==> config.mk <==
export PLATFORM = sky130hd
export DESIGN_NAME = frame_buf_pingpong
export DESIGN_NICKNAME = d
export VERILOG_FILES = /design/src/rtl/frame_buf_pkg.sv /design/src/rtl/dp_ram.sv /design/src/rtl/frame_buf_pingpong.sv
export SDC_FILE = /design/constraint.sdc
export NUM_CORES = 1
export LEC_CHECK = 0
export CAP_MARGIN = 20
export CORE_ASPECT_RATIO = 1.2
export CORE_UTILIZATION = 56
export CTS_CLUSTER_SIZE = 28
export DETAILED_ROUTE_END_ITERATION = 7
export PLACE_DENSITY_LB_ADDON = 0.08
export SLEW_MARGIN = 20
export SYNTH_ARGS = -nofsm -noshare
export SYNTH_HDL_FRONTEND = slang
export SYNTH_SLANG_ARGS = --single-unit
==> constraint.sdc <==
create_clock -name clk -period 5.7 [get_ports clk]
set_input_delay 0.57 -clock clk [delete_from_list [all_inputs] [get_ports clk]]
set_output_delay 0.57 -clock clk [all_outputs]
set_load 0.02 [all_outputs]
==> src/rtl/frame_buf_pkg.sv <==
// Shared sizing constants for the ping-pong frame buffer.
package frame_buf_pkg;
  localparam int DEF_DATA_WIDTH = 16;
  localparam int DEF_ADDR_WIDTH = 3;
  // One index bit selects between the two banks.
  localparam int BANK_W = 1;
endpackage

==> src/rtl/dp_ram.sv <==
// Simple dual-port RAM: one write port and one registered read port.
// The read register resets; the storage array does not.
module dp_ram #(
  parameter int DATA_WIDTH = 16,
  parameter int AW         = 4
) (
  input  logic                  clk,
  input  logic                  reset,
  input  logic                  we,
  input  logic [AW-1:0]         waddr,
  input  logic [DATA_WIDTH-1:0] wdata,
  input  logic                  re,
  input  logic [AW-1:0]         raddr,
  output logic [DATA_WIDTH-1:0] rdata
);
  logic [DATA_WIDTH-1:0] mem [2**AW];

  always_ff @(posedge clk) begin
    if (we) mem[waddr] <= wdata;
  end

  // rdata holds its value on cycles without a read.
  always_ff @(posedge clk or posedge reset) begin
    if (reset)   rdata <= '0;
    else if (re) rdata <= mem[raddr];
  end
endmodule

==> src/rtl/frame_buf_pingpong.sv <==
// Ping-pong frame memory: the writer fills one bank while the reader drains
// the other; ownership swaps on accepted wr_done / rd_done pulses.
module frame_buf_pingpong
  import frame_buf_pkg::*;
#(
  parameter int DATA_WIDTH = DEF_DATA_WIDTH,
  parameter int ADDR_WIDTH = DEF_ADDR_WIDTH
) (
  input  logic                  clk,
  input  logic                  reset,
  input  logic                  wr_en,
  input  logic [ADDR_WIDTH-1:0] wr_addr,
  input  logic [DATA_WIDTH-1:0] wr_data,
  input  logic                  wr_done,
  output logic                  wr_ready,
  output logic                  wr_bank,
  input  logic                  rd_en,
  input  logic [ADDR_WIDTH-1:0] rd_addr,
  input  logic                  rd_done,
  output logic                  rd_ready,
  output logic                  rd_bank,
  output logic [DATA_WIDTH-1:0] rd_data,
  output logic                  rd_valid,
  output logic                  wr_overrun,
  output logic                  rd_underrun
);
  localparam int AW = ADDR_WIDTH + BANK_W;

  logic [1:0] full;
  logic [1:0] full_nxt;
  logic       wr_acc, wr_done_acc, rd_acc, rd_done_acc;

  // Handshake: a strobe (wr_en/wr_done, rd_en/rd_done) is accepted on a rising
  // edge only when its side's ready is high in that cycle; ready depends on
  // registered state alone, and rejected strobes only raise the sticky flag.
  assign wr_ready    = ~full[wr_bank];
  assign rd_ready    = full[rd_bank];
  assign wr_acc      = wr_en & wr_ready;
  assign wr_done_acc = wr_done & wr_ready;
  assign rd_acc      = rd_en & rd_ready;
  assign rd_done_acc = rd_done & rd_ready;

  // Simultaneous completions never collide: both sides ready implies different banks.
  always_comb begin
    full_nxt = full;
    if (wr_done_acc) full_nxt[wr_bank] = 1'b1;
    if (rd_done_acc) full_nxt[rd_bank] = 1'b0;
  end

  always_ff @(posedge clk or posedge reset) begin
    if (reset) begin
      full        <= 2'b00;
      wr_bank     <= 1'b0;
      rd_bank     <= 1'b0;
      rd_valid    <= 1'b0;
      wr_overrun  <= 1'b0;
      rd_underrun <= 1'b0;
    end else begin
      full     <= full_nxt;
      rd_valid <= rd_acc;
      if (wr_done_acc) wr_bank <= ~wr_bank;
      if (rd_done_acc) rd_bank <= ~rd_bank;
      if ((wr_en | wr_done) & ~wr_ready) wr_overrun  <= 1'b1;
      if ((rd_en | rd_done) & ~rd_ready) rd_underrun <= 1'b1;
    end
  end

  dp_ram #(
    .DATA_WIDTH (DATA_WIDTH),
    .AW         (AW)
  ) u_ram (
    .clk   (clk),
    .reset (reset),
    .we    (wr_acc),
    .waddr ({wr_bank, wr_addr}),
    .wdata (wr_data),
    .re    (rd_acc),
    .raddr ({rd_bank, rd_addr}),
    .rdata (rd_data)
  );
endmodule

# Yosys cells after proc, flatten, opt, wreduce, memory -nomap -nowiden
# Memories as Yosys holds them, arrays and structs flattened. A register that Yosys moved wholly into a read port is not among the register bits.
# Cells that the tools add are included.
# word_totals
regBits	7
mem_bits_rw	256
inputBits	28
output_inout_bits	23
wordCells	40
mem_count	1
# op_classes
order_cmp	4
muxes	12
n_bitwise	15
reduce_logical	2
# memory_table
memory	words	width	read_ports	rd_clocked_by_memory_dff	write_ports	line_no	rtl
u_ram.mem	16	16	1	1	1	dp_ram.sv:16	logic [DATA_WIDTH-1:0] mem [2**AW];
# ops
cell	count
$mux W1	8
$and A1 B1 Y1	6
$lt A1 B2 Y1 const B	2
$mux W2	2
$not A1 Y1	4
$and A2 B2 Y2	1
$demux W1 S1	2
$ge A1 B1 Y1 const B	2
$logic_and A1 B1 Y1	2
$not A2 Y2	1
$or A1 B1 Y1	2
$or A2 B2 Y2	1

# Logic depth before layout (Yosys ltp)
# Gate-level depths: netlist of run 1.
# depth
word_depth	8
depth_mapped	7

# Modules after synthesis
# Synthesis of run 1 repeated with hierarchy kept, for this count alone.
# unflattened
hier_cells	479
area_unflattened_um2	10774.1
# modules_own_cells
module	n_inst	cells_per_inst	area_each_um2	seq_area_each_um2
dp_ram	1	453	10467.5	8087.8
frame_buf_pingpong	1	26	306.5	175.2

# Least setup slack after synthesis of run 1
# Ideal clock, no wire load.
# synth_timing
path_kind	flip-flop to flip-flop
start	reg wr_bank
end	mem u_ram.mem[0][0], enable pin
setup_time_ns	0.409
arrival_ns	2.710
path_slack_ns	2.581
path_stages_with_launch	5
synth_period_minus_slack_ns	3.119
path_cell_list	dfrtp_1 mux2i_1 nand2_1 or3_1 nor3_1
# synth_via
elab_chain_len	6
# synth_rtl
item	line_no	rtl
start: declaration	frame_buf_pingpong.sv:16	output logic wr_bank,
start signal: assignment	frame_buf_pingpong.sv:61	if (wr_done_acc) wr_bank <= ~wr_bank;
$mux W1 (implied by the code) (2 in series)	frame_buf_pingpong.sv:36	assign wr_ready = ~full[wr_bank];
$not A1 Y1	frame_buf_pingpong.sv:36	
net wr_ready	frame_buf_pingpong.sv:15	output logic wr_ready,
$and A1 B1 Y1	frame_buf_pingpong.sv:38	assign wr_acc = wr_en & wr_ready;
$mux W1	dp_ram.sv:19	if (we) mem[waddr] <= wdata;
$mux W1 (implied by the code)	dp_ram.sv:19	
end: declaration	dp_ram.sv:16	
# The timed path passes the listed nets, and every way through them passes these cells. The select of a mux whose other input is x is not followed.

# Worst setup path after layout of run 1
# layout_timing
start	reg wr_bank
end	mem u_ram.mem[0][0], enable pin
# layout_via
elab_chain_len	6
# layout_rtl
item	line_no
$mux W1 (implied by the code) (2 in series)	frame_buf_pingpong.sv:36
$not A1 Y1	frame_buf_pingpong.sv:36
$and A1 B1 Y1	frame_buf_pingpong.sv:38
$mux W1	dp_ram.sv:19
$mux W1 (implied by the code)	dp_ram.sv:19
# Parallel ways exist; a longest one is shown, timed or not. The select of a mux whose other input is x is not followed.

==> results of run 1 <==
## critical path, stage by stage, from the launching register on
cell and delay [ns]:
dfrtp_1 0.64, mux2i_1 0.48, nand2_1 0.08, or3_1 0.40, nor3_2 0.65, buf_4 0.37
## logic make-up (layout without fill, tap and decap cells)
logic type / Yosys count / after routing / synth area share
and+or+nand+nor: 51 / 51 / 0.0230
AOI/OAI and AO/OA: 67 / 67 / 0.0493
buffers and inverters: 32 / 124 / 0.0154
DFF: 279 / 279 / 0.772
muxes: 105 / 105 / 0.140
## routing by layer
| layer | global-route usage | vias to the layer above | share of wire |
|---|---|---|---|
| met5 | 0 | - | 0 |
| met4 | 0.0504 | 0 | 0.014 |
| met3 | 0.0322 | 28 | 0.043 |
| met2 | 0.413 | 128 | 0.54 |
| met1 | 0.297 | 2793 | 0.41 |
| li1 | - | 2345 | - |
## worst max-delay path by stage
stage | from | to | slack [ns] | cells after the start
after floorplan | wr_bank$_DFFE_PP0N_ | u_ram.mem[0][0]$_DFFE_PP_ | 2.58 | 4
after global placement | rd_addr[0] | u_ram.rdata[6]$_DFFE_PP0P_ | 2.63 | 5
after detailed placement | rd_addr[0] | u_ram.rdata[12]$_DFFE_PP0P_ | 2.60 | 5
after CTS | wr_bank$_DFFE_PP0N_ | u_ram.mem[0][0]$_DFFE_PP_ | 2.70 | 5
after global routing | wr_bank$_DFFE_PP0N_ | u_ram.mem[2][0]$_DFFE_PP_ | 2.51 | 4
final | wr_bank$_DFFE_PP0N_ | u_ram.mem[0][0]$_DFFE_PP_ | 2.75 | 5
## power groups by stage
stage	Sequential [mW]	Clock (mW)	Combinational, mW
global placement	2.48	0	0.659
floorplan	2.54	0	0.297
global route	2.46	1.80	0.708
finish	2.45	1.70	0.664
detailed placement	2.49	0	0.671
CTS	2.45	1.73	0.672
## per-stage QoR
stage	area, sq um	utilization	setup WS [ns]	hold WS [ns]
floorplan	10700	-	2.58	0.486
global placement	11500	0.615	2.63	0.463
detailed placement	11500	0.615	2.60	0.470
CTS	12400	0.660	2.70	0.454
global route	12400	0.660	2.51	0.481
finish	12400	0.660	2.75	0.446
## sequential cells by signal (all words and copies together), names as in the netlist
| register | cells |
|---|---|
| u_ram.mem | 256 |
| u_ram.rdata | 16 |
| full | 2 |
| rd_bank | 1 |
| rd_underrun | 1 |
| rd_valid | 1 |
| wr_bank | 1 |
| wr_overrun | 1 |
## synth_stat cells, drive strengths merged (6+ instances only)
library cell    n
a2111oi         8
nand2           6
a221o          16
edfxtp        256
nor2b          10
o22ai          16
clkbuf          9
dfrtp          23
nor2           23
mux2           40
a221oi          8
buf            19
mux2i          33
mux4           32
a211oi          8
## layout make-up
class,instances,area (sq um),area share
Clock buffer,40,785,0.0633
Clock inverter,9,71.3,0.00575
Inverter,4,15.0,0.00121
Multi-Input combinational cell,223,2300,0.185
Sequential cell,279,8260,0.666
Tap cell,256,320,0.0258
Timing Repair Buffer,71,651,0.0525
==> flow_summary.yaml, run 1 <==
power:
  power.density_mw_per_mm2: 388
  p_int_mw: 3.66
  p_comb_frac: 0.138
  p_leak_nw: 4.10
  vdd_drop_max_mv: 0.310
  power_frac_clock: 0.354
  swShare: 0.241
  power_mw: 4.81
  p_seq_frac: 0.508
  p_switching_mw: 1.16
floorplanning:
  die_x_um: 128
  dieArea_sq_mm: 0.0197
  core_sq_mm: 0.0188
  die_y_um: 153
  ios: 51
  start_util: 0.570
  num_rows: 55
critical_path:
  r2r_start: "wr_bank$_DFFE_PP0N_"
  crit_path_end_kind: "flip-flop"
  critPathKind: "reg2reg"
  cp-start-kind: "flip-flop"
  arrival_ns: 3.16
  rr_endpoint: "u_ram.mem[0][0]$_DFFE_PP_"
  required_ns: 5.90
  worst-path-max-fanout: 12
  ff2ff_path_depth: 5
  rrSetupSlack_ns: 2.75
detailed_routing:
  vias: 5294
  remaining_drc_errors: 0
  vias_per_cell: 6.00
  drt_iter0_drc: 499
  ant_nets: 0
  drt_pre_antenna_iters: 5
  drt-total-wl_mm: 21.7
  wire_per_inst_um: 24.7
logic_synthesis:
  syn_area_sq_mm: 0.0107
  synth_edf_count: 256
  syn_inst: 534
  syn_nets: 562
  synth_top_cell_by_area: "edfxtp_1"
  syn_area_per_cell_sq_um: 20.0
  synth_seq_cells: 279
  yosysSeqAreaShare: 0.772
  synthTopCellsByArea: "edfxtp_1, mux4_2, dfrtp_1"
  synth_cell_types: 32
  yosysWarnings: 0
  ys_async_sr_fraction: 0.0824
  synth_top_area_frac: 0.718
  synthFlopType: "edfxtp_1"
final_layout:
  final_cell_mix: "edfxtp_1, clkdlybuf4s50_1, mux2_2, mux2i_1, mux4_2"
  num_antenna_cells: 0
  nets: 634
  drive_above_1_share: 0.225
  fill_cells: 1304
  final_common_cell: "edfxtp_1"
  area_growth_pct: 15.8
  fin_cells: 882
timing:
  final_max_slew_viol_count: 0
  tns_ns: 0
  fin_crit_ns: 2.95
  tightestPinTransition_ns: 1.05
  hold_viol_final: 0
  finalCritPeriodShare: 0.518
  rsz0062_at_grt: "no"
  setup_viol: 0
  slew_headroom: 0.297
  skew_ns: 0.00867
  clock.fmax_mhz: 339
clock_tree:
  clkTransAtPathRegs_ns: 0.06
  cts.path.max_buffers: 3
  htreeDepth: 1
  cts_buffers: 27
  clock_latency_ns: 0.52
  cts_root_buf: "clkbuf_16"
  cts_sinks: 279
  ctsResizeCount: 0
  cts_setup_buffers: 0
  cts_tree: "yes"
  hold_buffers: 0
global_route:
  grt_pass1_wl_mm: 32.8
  grtUsageTotal: 0.230
  grt_overflow_total: 0
  grt_max_degree: 67
  grt_pass1_vias: 5459
  antenna_found_initial: 0
run_status:
  status: "completed"
hold_path:
  hp-class: "in2async"
placement:
  placedCellCount: 833
  dp_hpwl_mm: 12.8
  portBuffers: 50
  gp_congestion: 0.717
job:
  maxCapViolCount: 0
Power figures use the tool's default switching activity.
==> run 2, diff against run 1 <==
- CORE_UTILIZATION: 56 -> 54
- clock period: 5.7 -> 2.71 ns (I/O delays scaled with it)
==> flow_summary.yaml, run 2 (same netlist as run 1, synthesis figures left out) <==
run_status:
  status: "finished with violations"
  violations: "design-rule violations"
timing:
  slew_headroom: 0.464
  rsz0062_at_grt: "no"
  skew_ns: 0.0177
  setup_viol: 0
  tns_ns: 0
  fin_crit_ns: 2.60
  finalCritPeriodShare: 0.958
  tightestPinTransition_ns: 0.804
  clock.fmax_mhz: 385
  final_max_slew_viol_count: 0
  hold_viol_final: 0
critical_path:
  arrival_ns: 2.32
  worst-path-max-fanout: 12
  rrSetupSlack_ns: 0.33
  required_ns: 2.44
  critPathKind: "reg2out"
  cp-start-kind: "flip-flop"
  crit_path_end_kind: "primary output"
global_route:
  grt_overflow_total: 0
  grt_pass1_wl_mm: 34.9
  antenna_found_initial: 0
  grt_pass1_vias: 5755
  grt_max_degree: 40
  grtUsageTotal: 0.244
detailed_routing:
  drt_iter0_drc: 519
  vias: 5471
  drt-total-wl_mm: 23.8
  ant_nets: 0
  wire_per_inst_um: 26.2
  remaining_drc_errors: 1
  drt_pre_antenna_iters: 8
  vias_per_cell: 6.03
floorplanning:
  die_y_um: 156
  dieArea_sq_mm: 0.0204
  core_sq_mm: 0.0195
  num_rows: 56
  die_x_um: 131
  start_util: 0.550
  ios: 51
clock_tree:
  cts_tree: "yes"
  htreeDepth: 1
  clkTransAtPathRegs_ns: 0.06
  ctsResizeCount: 0
  cts_buffers: 27
  cts_setup_buffers: 0
  cts.path.max_buffers: 3
  cts_sinks: 279
  hold_buffers: 0
  clock_latency_ns: 0.54
  cts_root_buf: "clkbuf_16"
placement:
  dp_hpwl_mm: 15.0
  dpl-instance-area_sq_mm: 0.0117
  portBuffers: 50
  gp_congestion: 0.845
hold_path:
  hp-class: "in2async"
final_layout:
  design_area_sq_mm: 0.0127
  regMostFlops: "u_ram.mem"
  drive_above_1_share: 0.259
  nets: 653
  seq_area_sq_mm: 0.00826
  area_growth_pct: 18.6
  largest_reg_flops: 256
  final_util: 0.652
  final_cell_mix: "edfxtp_1, clkdlybuf4s50_1, mux2_2, buf_4, mux2i_1"
  reg_top3: "u_ram.mem x256, u_ram.rdata x16, full x2"
  final_common_cell: "edfxtp_1"
  multi_input_area_sq_mm: 0.00230
  fill_cells: 1362
  num_antenna_cells: 0
power:
  vdd_drop_max_mv: 0.643
  power.density_mw_per_mm2: 840
  p_leak_nw: 4.25
job:
  maxCapViolCount: 0
## run 2: stage by stage
| stage | hold slack [ns] | total power, mW | cells | worst slack [ns] |
|---|---|---|---|---|
| after floorplan | 0.273 | 5.97 | 534 | 0.0305 |
| after global placement | 0.460 | 6.67 | 857 | 0.320 |
| after detailed placement | 0.464 | 6.72 | 857 | 0.296 |
| after CTS | 0.0894 | 10.7 | 907 | 0.0962 |
| after global routing | 0.109 | 11.0 | 907 | 0.0174 |
| final | 0.0935 | 10.7 | 907 | 0.115 |
## run 2: metal layers
| metal | vias up | share of wire | GRT usage |
|---|---|---|---|
| met4 | 0 | 0.029 | 0.0821 |
| met1 | 2845 | 0.41 | 0.325 |
| met2 | 190 | 0.51 | 0.412 |
| met5 | - | 0 | 0 |
| li1 | 2388 | - | - |
| met3 | 48 | 0.055 | 0.0338 |
## run 2: power by group
| part | total (mW) | switching, mW | leakage [nW] | internal, mW |
|---|---|---|---|---|
| combinational | 1.45 | 0.799 | 1.21 | 0.653 |
| clock | 4.04 | 1.58 | 0.465 | 2.45 |
| sequential | 5.18 | 0.210 | 2.57 | 4.97 |
## run 2: worst max-delay path, stage by stage (launching register included)
cell	delay, ns
dfrtp_1	0.63
mux2i_1	0.47
clkdlybuf4s50_1	0.70
## run 2: layout make-up
type | count | share of cell area
Clock inverter | 14 | 0.0170
Tap cell | 261 | 0.0257
Clock buffer | 36 | 0.0598
Timing Repair Buffer | 90 | 0.0644
Inverter | 4 | 0.00118
Sequential cell | 279 | 0.651
Multi-Input combinational cell | 223 | 0.181
## run 2: final timing paths
kind,end,depth (start not counted),startpoint
max reg2reg,u_ram.mem[0][15]$_DFFE_PP_,5,wr_bank$_DFFE_PP0N_
min reg2reg,rd_underrun$_DFFE_PP0P_,1,rd_underrun$_DFFE_PP0P_
max in group asynchronous,rd_bank$_DFFE_PP0P_,3,reset
max,wr_ready,2,wr_bank$_DFFE_PP0N_
min,u_ram.rdata[12]$_DFFE_PP0P_,3,reset
min in group clk,rd_underrun$_DFFE_PP0P_,3,rd_en
==> run 3, diff against run 2 <==
- PLACE_DENSITY_LB_ADDON: 0.08 -> 0.2
==> flow_summary.yaml, run 3 (same netlist as run 1, synthesis figures left out) <==
run_status:
  status: "completed"
detailed_routing:
  drt_pre_antenna_iters: 5
  remaining_drc_errors: 0
  ant_nets: 0
  drt-total-wl_mm: 22.2
  drt_iter0_drc: 476
  wire_per_inst_um: 24.7
  vias_per_cell: 6.01
  vias: 5405
timing:
  finalCritPeriodShare: 0.881
  final_max_slew_viol_count: 0
  worst_hold_slack_ns: 0.111
  setup_viol: 0
  skew_ns: 0.0141
  fin_crit_ns: 2.39
  slew_headroom: 0.599
  tns_ns: 0
  hold_viol_final: 0
  rsz0062_at_grt: "no"
  tightestPinTransition_ns: 0.587
  fin_ws_ns: 0.323
  clock.fmax_mhz: 419
job:
  maxCapViolCount: 0
placement:
  dpl-instance-area_sq_mm: 0.0117
  gp_congestion: 0.759
  pre_cts_slack_ns: 0.477
  portBuffers: 50
  placedCellCount: 851
  dp_hpwl_mm: 13.3
critical_path:
  ff2ff_path_depth: 5
  cpPeakStageDelay_ns: 0.72
  crit_path_end_kind: "primary output"
  worstPathCellList: "mux2i_1, clkdlybuf4s50_1"
  crit_cells: 2
  critPathKind: "reg2out"
  cp-start-kind: "flip-flop"
  path_delay_family: "buffers and inverters"
  arrival_ns: 2.12
  path_buf_inv: 1
  r2r_start: "full[1]$_DFF_PP0_"
  cp_slowest_cell: "clkdlybuf4s50_1"
  required_ns: 2.44
  rrSetupSlack_ns: 0.53
  rr_endpoint: "u_ram.mem[0][5]$_DFFE_PP_"
  worst-path-max-fanout: 7
clock_tree:
  clkTransAtPathRegs_ns: 0.06
  ctsResizeCount: 0
  clock_latency_ns: 0.52
  cts_setup_buffers: 0
  htreeDepth: 1
  cts.path.max_buffers: 3
  cts_tree: "yes"
  cts_buffers: 27
  hold_buffers: 0
  cts_root_buf: "clkbuf_16"
  cts_sinks: 279
floorplanning:
  die_x_um: 131
  ios: 51
  die_y_um: 156
  start_util: 0.550
  num_rows: 56
  dieArea_sq_mm: 0.0204
  core_sq_mm: 0.0195
power:
  p_seq_frac: 0.514
  p_int_mw: 7.55
  p_comb_frac: 0.147
  vdd_drop_max_mv: 0.582
  swShare: 0.246
  p_switching_mw: 2.46
  power_frac_clock: 0.339
  p_leak_nw: 4.14
  power.density_mw_per_mm2: 800
final_layout:
  final_common_cell: "edfxtp_1"
  seq_area_sq_mm: 0.00826
  drive_above_1_share: 0.253
  nets: 647
  reg_top3: "u_ram.mem x256, u_ram.rdata x16, full x2"
  fill_cells: 1360
  final_cell_mix: "edfxtp_1, clkdlybuf4s50_1, mux2_2, mux2i_1"
  largest_reg_flops: 256
  multi_input_area_sq_mm: 0.00233
  fin_cells: 899
  area_growth_pct: 16.9
  regMostFlops: "u_ram.mem"
  design_area_sq_mm: 0.0125
global_route:
  grt_overflow_total: 0
  grt_pass1_vias: 5637
  antenna_found_initial: 1
  grtUsageTotal: 0.230
  grt_max_degree: 36
  grt_pass1_wl_mm: 33.5
hold_path:
  hp-class: "in2async"
-- run 3: cell count changes in the layout (fill, tap and decap cells not counted), moves of 5 or more --
cell	change
buf_4	-7
clkinv_1	+6
nor2_2	+10
nor2_1	-10
clkbuf_8	-5
-- run 3: how the worst max path moves through the flow --
stage                              from                          end
global route          full[1]$_DFF_PP0_                     wr_ready
floorplan           wr_bank$_DFFE_PP0N_   u_ram.mem[12][0]$_DFFE_PP_
CTS                   full[1]$_DFF_PP0_                     wr_ready
detailed placement           rd_addr[2]  u_ram.rdata[14]$_DFFE_PP0P_
finish                full[1]$_DFF_PP0_                     wr_ready
global placement             rd_addr[0]   u_ram.rdata[3]$_DFFE_PP0P_
-- run 3: area by class of cell --
type,count,area share
Sequential cell,279,0.660
Multi-Input combinational cell,223,0.186
Timing Repair Buffer,84,0.0628
Clock buffer,32,0.0555
Tap cell,261,0.0261
Clock inverter,15,0.00790
Inverter,4,0.00120
Antenna cell,1,0.000200
-- run 3: worst register-to-register path, cell delays in order, from the launching register on --
cell     delay (ns)
dfrtp_1        0.45
mux2i_1        0.42
nand2_1        0.08
or3_1          0.42
nor3_2         0.14
buf_4          0.32
-- run 3: routing by layer --
layer,vias to the layer above,track usage,share of wire
met5,-,0,0
met4,0,0.0821,0.023
met3,44,0.0277,0.046
met2,181,0.409,0.53
met1,2805,0.290,0.40
li1,2375,-,-
-- run 3: per-stage QoR --
step / utilization / power (mW)
finish: 0.642 / 10.0
global route: 0.642 / 10.3
CTS: 0.642 / 10.1
detailed placement: 0.601 / 6.71
global placement: 0.601 / 6.67
floorplan: - / 5.97
-- run 3: power by group through the flow --
stage,Combinational [mW],Sequential [mW],Clock [mW]
6_report,1.47,5.14,3.40
5_1_grt,1.58,5.16,3.61
4_1_cts,1.49,5.15,3.45
3_5_place_dp,1.48,5.23,0
3_3_place_gp,1.45,5.22,0
2_1_floorplan,0.630,5.34,0
